`config.mk`:
```
export PLATFORM = sky130hd
export DESIGN_NAME = pipe_skid_stage
export DESIGN_NICKNAME = d
export VERILOG_FILES = /design/src/rtl/pipe_skid_stage.sv
export SDC_FILE = /design/constraint.sdc
export NUM_CORES = 1
export LEC_CHECK = 0
export ABC_AREA = 1
export BUFFER_PORTS_ARGS = -buffer_cell sky130_fd_sc_hd__buf_2
export CAP_MARGIN = 20
export CORE_MARGIN = 1.5
export CORE_UTILIZATION = 47
export DETAILED_ROUTE_END_ITERATION = 10
export GPL_TIMING_DRIVEN = 1
export PLACE_DENSITY = 0.72
export SYNTH_ARGS = -nofsm -noshare
export SYNTH_HDL_FRONTEND = slang
export SYNTH_SLANG_ARGS = --single-unit
```
`constraint.sdc`:
```
create_clock -name clock -period 1.9 [get_ports clock]
set_input_delay 0.475 -clock clock [delete_from_list [all_inputs] [get_ports clock]]
set_output_delay 0.475 -clock clock [all_outputs]
set_load 0.02 [all_outputs]
```
`src/rtl/pipe_skid_stage.sv`:
```
// Pipeline stage register with valid/ready handshake and an optional 2-entry skid buffer.
// Control bits read as NOP whenever the stage is empty; data bits are held for debug.
module pipe_skid_stage #(
    parameter int unsigned CTRL_W = 8,
    parameter int unsigned DATA_W = 32,
    parameter int unsigned SKID   = 1,
    parameter int unsigned CNT_W  = 16
) (
    input  logic              clock,
    input  logic              reset,
    input  logic              flush,
    input  logic              in_valid,
    output logic              in_ready,
    input  logic [CTRL_W-1:0] in_ctrl,
    input  logic [CTRL_W-1:0] in_ctrl_mask,
    input  logic [DATA_W-1:0] in_data,
    output logic              out_valid,
    input  logic              out_ready,
    output logic [CTRL_W-1:0] out_ctrl,
    output logic [DATA_W-1:0] out_data,
    output logic [1:0]        occupancy,
    output logic [CNT_W-1:0]  stall_cycles
);

    localparam int unsigned OCC_W = 2;

    typedef enum logic [OCC_W-1:0] {
        ST_EMPTY = 2'd0,
        ST_ONE   = 2'd1,
        ST_FULL  = 2'd2
    } state_e;

    state_e            state_q, state_d;
    logic [CTRL_W-1:0] head_ctrl_q, head_ctrl_d;
    logic [DATA_W-1:0] head_data_q, head_data_d;
    logic [CTRL_W-1:0] skid_ctrl_q, skid_ctrl_d;
    logic [DATA_W-1:0] skid_data_q, skid_data_d;
    logic              in_ready_q, in_ready_d;
    logic [CNT_W-1:0]  stall_q, stall_d;

    logic              acc;
    logic              pop;
    logic [CTRL_W-1:0] in_ctrl_masked;

    // Without the skid entry, ready must look through to the consumer.
    always_comb begin
        in_ready = in_ready_q;
        if (SKID == 0) begin
            in_ready = (state_q == ST_EMPTY) || out_ready;
        end
    end

    assign out_valid    = (state_q != ST_EMPTY);
    assign out_ctrl     = head_ctrl_q;
    assign out_data     = head_data_q;
    assign occupancy    = OCC_W'(state_q);
    assign stall_cycles = stall_q;

    assign acc            = in_valid && in_ready;
    assign pop            = out_valid && out_ready;
    assign in_ctrl_masked = in_ctrl & in_ctrl_mask;

    // Next-state: head_ctrl is zeroed on every path into EMPTY so out_ctrl needs no gating.
    always_comb begin
        state_d     = state_q;
        head_ctrl_d = head_ctrl_q;
        head_data_d = head_data_q;
        skid_ctrl_d = skid_ctrl_q;
        skid_data_d = skid_data_q;

        if (flush) begin
            state_d     = ST_EMPTY;
            head_ctrl_d = '0;
            skid_ctrl_d = '0;
        end else begin
            unique case (state_q)
                ST_EMPTY: begin
                    if (acc) begin
                        head_ctrl_d = in_ctrl_masked;
                        head_data_d = in_data;
                        state_d     = ST_ONE;
                    end
                end
                ST_ONE: begin
                    if (acc && pop) begin
                        head_ctrl_d = in_ctrl_masked;
                        head_data_d = in_data;
                    end else if (acc) begin
                        skid_ctrl_d = in_ctrl_masked;
                        skid_data_d = in_data;
                        state_d     = ST_FULL;
                    end else if (pop) begin
                        head_ctrl_d = '0;
                        state_d     = ST_EMPTY;
                    end
                end
                ST_FULL: begin
                    if (pop) begin
                        head_ctrl_d = skid_ctrl_q;
                        head_data_d = skid_data_q;
                        skid_ctrl_d = '0;
                        state_d     = ST_ONE;
                    end
                end
                default: begin
                    state_d     = ST_EMPTY;
                    head_ctrl_d = '0;
                    skid_ctrl_d = '0;
                end
            endcase
        end

        in_ready_d = (state_d != ST_FULL);
    end

    // Saturating back-pressure counter; flush does not clear it.
    always_comb begin
        stall_d = stall_q;
        if (out_valid && !out_ready && (stall_q != {CNT_W{1'b1}})) begin
            stall_d = stall_q + CNT_W'(1);
        end
    end

    always_ff @(posedge clock) begin
        if (reset) begin
            state_q     <= ST_EMPTY;
            head_ctrl_q <= '0;
            head_data_q <= '0;
            skid_ctrl_q <= '0;
            skid_data_q <= '0;
            in_ready_q  <= 1'b1;
            stall_q     <= '0;
        end else begin
            state_q     <= state_d;
            head_ctrl_q <= head_ctrl_d;
            head_data_q <= head_data_d;
            skid_ctrl_q <= skid_ctrl_d;
            skid_data_q <= skid_data_d;
            in_ready_q  <= in_ready_d;
            stall_q     <= stall_d;
        end
    end

endmodule

```
### Word-level counts from Yosys, hierarchy flattened

Index checks and enable logic that the tools add are counted.

| storage, ports and cells | value |
|---|---|
| input port bits | 53 |
| register bits | 99 |
| word-level logic and storage cells | 56 |
| output and inout port bits | 60 |

| operators by class | value |
|---|---|
| reduce and logical (&&, ||, !) cells | 14 |
| $add $sub $neg | 1 |
| equal/unequal tests | 11 |
| muxes and demuxes | 19 |
| bitwise gates (word level) | 4 |

Operators with widths:

| kind | number |
|---|---|
| two-way mux 32 bit | 3 |
| case mux 32 bit (3 select lines) | 1 |
| two-way mux 8 bit | 6 |
| case mux 8 bit (3 select lines) | 2 |
| adder 16 x 1 -> 16 bit, second input constant | 1 |
| != test 16 bit, second input constant | 1 |
| two-way mux 2 bit | 6 |
| != test 2 bit, second input constant | 6 |
| AND reduction 4 bit | 3 |
| bitwise AND 8 bit | 1 |
| != test 3 bit, second input constant | 2 |
| case mux 2 bit (3 select lines) | 1 |
| logical AND 1 bit | 5 |
| AND reduction 5 bit | 1 |
| inverter 1 bit | 3 |
| nonzero test 3 bit | 1 |
| equality test 2 x 1 -> 1 bit, second input constant | 1 |
| equality test 2 bit, second input constant | 1 |
| logical NOT 2 bit | 1 |
| nonzero test 2 bit | 1 |
| OR reduction 2 bit | 1 |
| logical NOT 1 bit | 1 |

### Depth between registers and ports, before layout

| depth | value |
|---|---|
| word-level depth | 8 |
| mapped depth | 9 |
| depth with buffers taken out | 9 |

### Worst setup path before layout

No wires, ideal clock.

| timing | value |
|---|---|
| kind | register -> register |
| from | reg stall_q[0], in the netlist stall_cycles[0] |
| to | reg stall_q[11], in the netlist stall_cycles[11] |
| setup slack | 0.289 ns |
| path buffers | 1 |
| arrival | 1.479 ns |
| period minus slack after synthesis | 1.611 ns |
| data required time | 1.768 ns |
| stages on the path, launching flop included | 10 |
| cell sequence | dfxtp_1 > ha_1 > nand2_1 > nor2_1 > nand2_1 > nor2_2 > nor2_4 > buf_6 > nand2_1 > a21oi_1 |

| between the ends | value |
|---|---|
| word-level cells in the longest chain between the ends | 2 |
| elaborated cells between the ends (all ways) | 3 |
| those cells by class | 1 x add/sub; 1 x eq/ne; 1 x reduce/logical |

Ends and longest elaborated chain:

| item | line | RTL |
|---|---|---|
| from (decl) | 39 | `logic [CNT_W-1:0] stall_q, stall_d;` |
| from (signal assigned) | 140 | `stall_q <= stall_d;` |
| branches (longest 2 deep; another with adder 16 x 1 -> 16 bit) | -- |  |

Several ways; the timed one is not identified.
A chain may end at the register's enable or synchronous reset.

### Worst setup path in the final report

| timing | value |
|---|---|
| from | reg state_q[1], in the netlist occupancy[1] |
| to | out out_valid |

| between the ends | value |
|---|---|
| word-level cells in the longest chain between the ends | 1 |

Ends and longest elaborated chain:

| item | line | RTL |
|---|---|---|
| from (decl) | 33 | `state_e state_q, state_d;` |
| from (signal assigned) | 134 | `state_q <= state_d;` |
| nonzero test 2 bit | 53 | `assign out_valid = (state_q != ST_EMPTY);` |
| to (decl) | 17 | `output logic out_valid,` |

Every way passes these cells.

==> results.txt <==
H-tree Lvls - 3
Netlist cell types - 31
Synth Area in XOR/XNOR - 1.16%
root buffer cell - clkbuf_8
CP peak stage delay - 390 ps
Synth Area in Adders - 0.275%
critical path type - flip-flop to primary output
Fmax achieved - 562 MHz
gr ovfl total - 0
top post-synthesis cells by area - dfxtp_1 (44%), nand2_1 (11%), a21oi_1 (9.6%)
post-synth top area cell - dfxtp_1
NumNets Final - 783
outcome - finished, final reports clean
CTS buffer count - 9
Max Fanout on Critical Path - 5
Final setup viols - 0
flops & latches, synth - 99
Simple-Gate Fraction of Synth Area - 20.0%
Compound-Gate Fraction of Synth Area - 23.4%
layout cells sized above 1 - 21.9%
initial antenna violation count - 0
Core Rows - 35
Core ar. - 0.00928 sq mm
Synth top area share - 43.6%
filler cell count - 936
CP required - 1420 ps
Clock Sinks - 99
top layer in use - met4
M1 wire length - 4620 microns
Cell Pwr Density - 766 mW/mm^2
Layout area overhead - 17.5%
antenna-violating nets left - 0
register area share after synthesis - 43.6%
die height - 101 microns
worst path cell trace - nor2_4 > clkinv_1 > buf_2
global-route wire length before repair - 16,400 microns
unrepaired setup endpoints after global routing - no
TritonCTS clock tree - done
min Tclk post-route - 1780 ps
initial DRC count - 177
gr usage total - 19.8%
CP startpoint kind - flip-flop
Post-Syn Area - 0.00454 sq mm
HPWL Detailed - 6800 microns
largest family of logic cells by synthesized area - compound AO/OA/AOI/OAI gates
Leak - 0.00224 uW
syn_nets - 683
max capacitance violation total - 0
Ant. Diodes - 0
CP endpoint kind - primary output
met3 WL post-DR - 555 microns
met2 WL - 4620 microns
final hold viol count - 0
Worst-path clk slew - 100 ps
via count - 4,245
TritonRoute pass-1 iters - 5
die area - 0.0103 sq mm
vias in the first global route - 3,744
Peak VDD IR - 0.440 mV
hold crit path type - primary input to flip-flop
slowest cell on the critical path - dfxtp_1
Worst EP arrival - 1300 ps
Warnings, synthesis - 0
post-synthesis mux area share - 0%
Port Buffers - 112
final critical-path share of the clock period - 93.6%
relative slew slack - 60.9%
io pins - 113
final core utilization - 57.5%
post-route setup TNS - 0 ps
Worst Max-Slew Pin Slew - 586 ps
GPL Wtd Cong - 0.808
Hold Buf Count CTS - 0
pin count of the biggest net entering global routing - 71
Longest Clk Path Bufs - 2
Avg Synthesized Cell Area - 7.22 sq um
Setup Skew - 11.4 ps
Slew Viols, Final - 0
Syn Inst Count - 629
Wirelength per Cell - 11.5 microns
WL final - 9940 microns
starting density of the core - 48.9%
Avg Vias per Cell - 4.92
worst skew pair latency - 370 ps
Die Wd - 101 microns
Residual DRC - 0
[Yosys cell counts (all sizes together)]
| master | count |
|---|---|
| nor2 | 56 |
| buf | 18 |
| o211ai | 8 |
| clkinv | 1 |
| a21oi | 87 |
| nor4 | 1 |
| dfxtp | 99 |
| xor2 | 4 |
| nand4 | 5 |
| nor3 | 1 |
| inv | 84 |
| nand2 | 135 |
| nand3b | 1 |
| o21ai | 105 |
| nand3 | 11 |
| xnor2 | 2 |
| clkbuf | 10 |
| ha | 1 |
[path summary, 6_finish.rpt]
| kind | startpoint | to | slack [ps] | depth (start not counted) |
|---|---|---|---|---|
| setup / recovery | occupancy[1]$_SDFF_PP0_ | out_valid | 120 | 3 |
| hold / removal | reset | stall_cycles[9]$_SDFFE_PP0P_ | 350 | 2 |
| setup reg to reg | stall_cycles[0]$_SDFFE_PP0P_ | stall_cycles[6]$_SDFFE_PP0P_ | 250 | 7 |
| hold reg to reg | out_data[21]$_SDFFE_PP0P_ | out_data[21]$_SDFFE_PP0P_ | 450 | 2 |
[per-stage QoR]
stage               worst slack (ps)  cell area (sq um)  power (uW)  cells  hold slack (ps)
floorplan                        289               4540        2530    629              430
global placement                 183               5120        2690    847              432
detailed placement              92.8               5120        2700    847              435
CTS                             40.6               5330        4130    863              346
global route                    3.45               5340        4270    863              363
finish                           121               5340        4090    863              354
[where the power goes]
| part | internal [uW] | switching (uW) | leakage (uW) |
|---|---|---|---|
| sequential | 2140 | 34.2 | 0.000805 |
| combinational | 175 | 305 | 0.00134 |
| clock | 660 | 772 | 0.0000999 |
[layout make-up]
type / instances / area, sq um / share of cell area (%)
Timing Repair Buffer: 117 / 611 / 11.4
Inverter: 85 / 327 / 6.12
Multi-Input combinational cell: 417 / 2050 / 38.3
Clock inverter: 6 / 71.3 / 1.34
Clock buffer: 10 / 138 / 2.58
Sequential cell: 99 / 1980 / 37.2
Tap cell: 129 / 161 / 3.02
[flip-flops by register name, summed over array words and instances (netlist names)]
name	count
in_ready	1
skid_data_q	32
occupancy	2
stall_cycles	16
out_ctrl	8
skid_ctrl_q	8
out_data	32
[critical path, delay by kind of cell (launching register included)]
family / cells / cell delay [ps]
simple gates: 1 / 220
flops: 1 / 390
buf+inv: 2 / 330
[cell families after synthesis]
group,Yosys count
AO/OA/AOI/OAI,200
XOR/XNOR,6
adder cells (fa/ha/maj),1
buffers and inverters,113
flip-flops,99
AND/OR/NAND/NOR,210
[metal layers]
metal | vias up | global-route usage, %
met1 | 1889 | 25.4
li1 | 2236 | -
met5 | - | 0
met3 | 13 | 4.49
met2 | 107 | 32.5
met4 | 0 | 7.69
[placed cells by master (no fill, tap or decap)]
cell	n
clkinvlp_4	2
dfxtp_1	98
nor2_8	2
buf_2	112
clkinv_1	2
inv_1	77
nand3b_1	1
nor2_2	2
o21ai_1	58
nand2_1	131
buf_4	4
nand2_2	3
nand3_4	1
o21ai_4	1
nor2_1	49
buf_12	1
nor2_4	3
dfxtp_2	1
nand2_8	1
clkbuf_8	10
nor3_1	1
inv_4	1
nor4_1	1
inv_2	4
bufinv_16	1
o21ai_0	38
a21oi_1	87
xnor2_1	2
nand4_1	5
ha_1	1
xor2_1	4
o21ai_2	8
nand3_1	10
o211ai_1	8
inv_6	4
[repair_timing]
action | in CTS | in global routing
endpoints found under the setup margin | 0 | 31
gates resized for setup | 0 | 2
setup buffers | 0 | 0
Note: power is estimated with default switching activity, not from simulation.
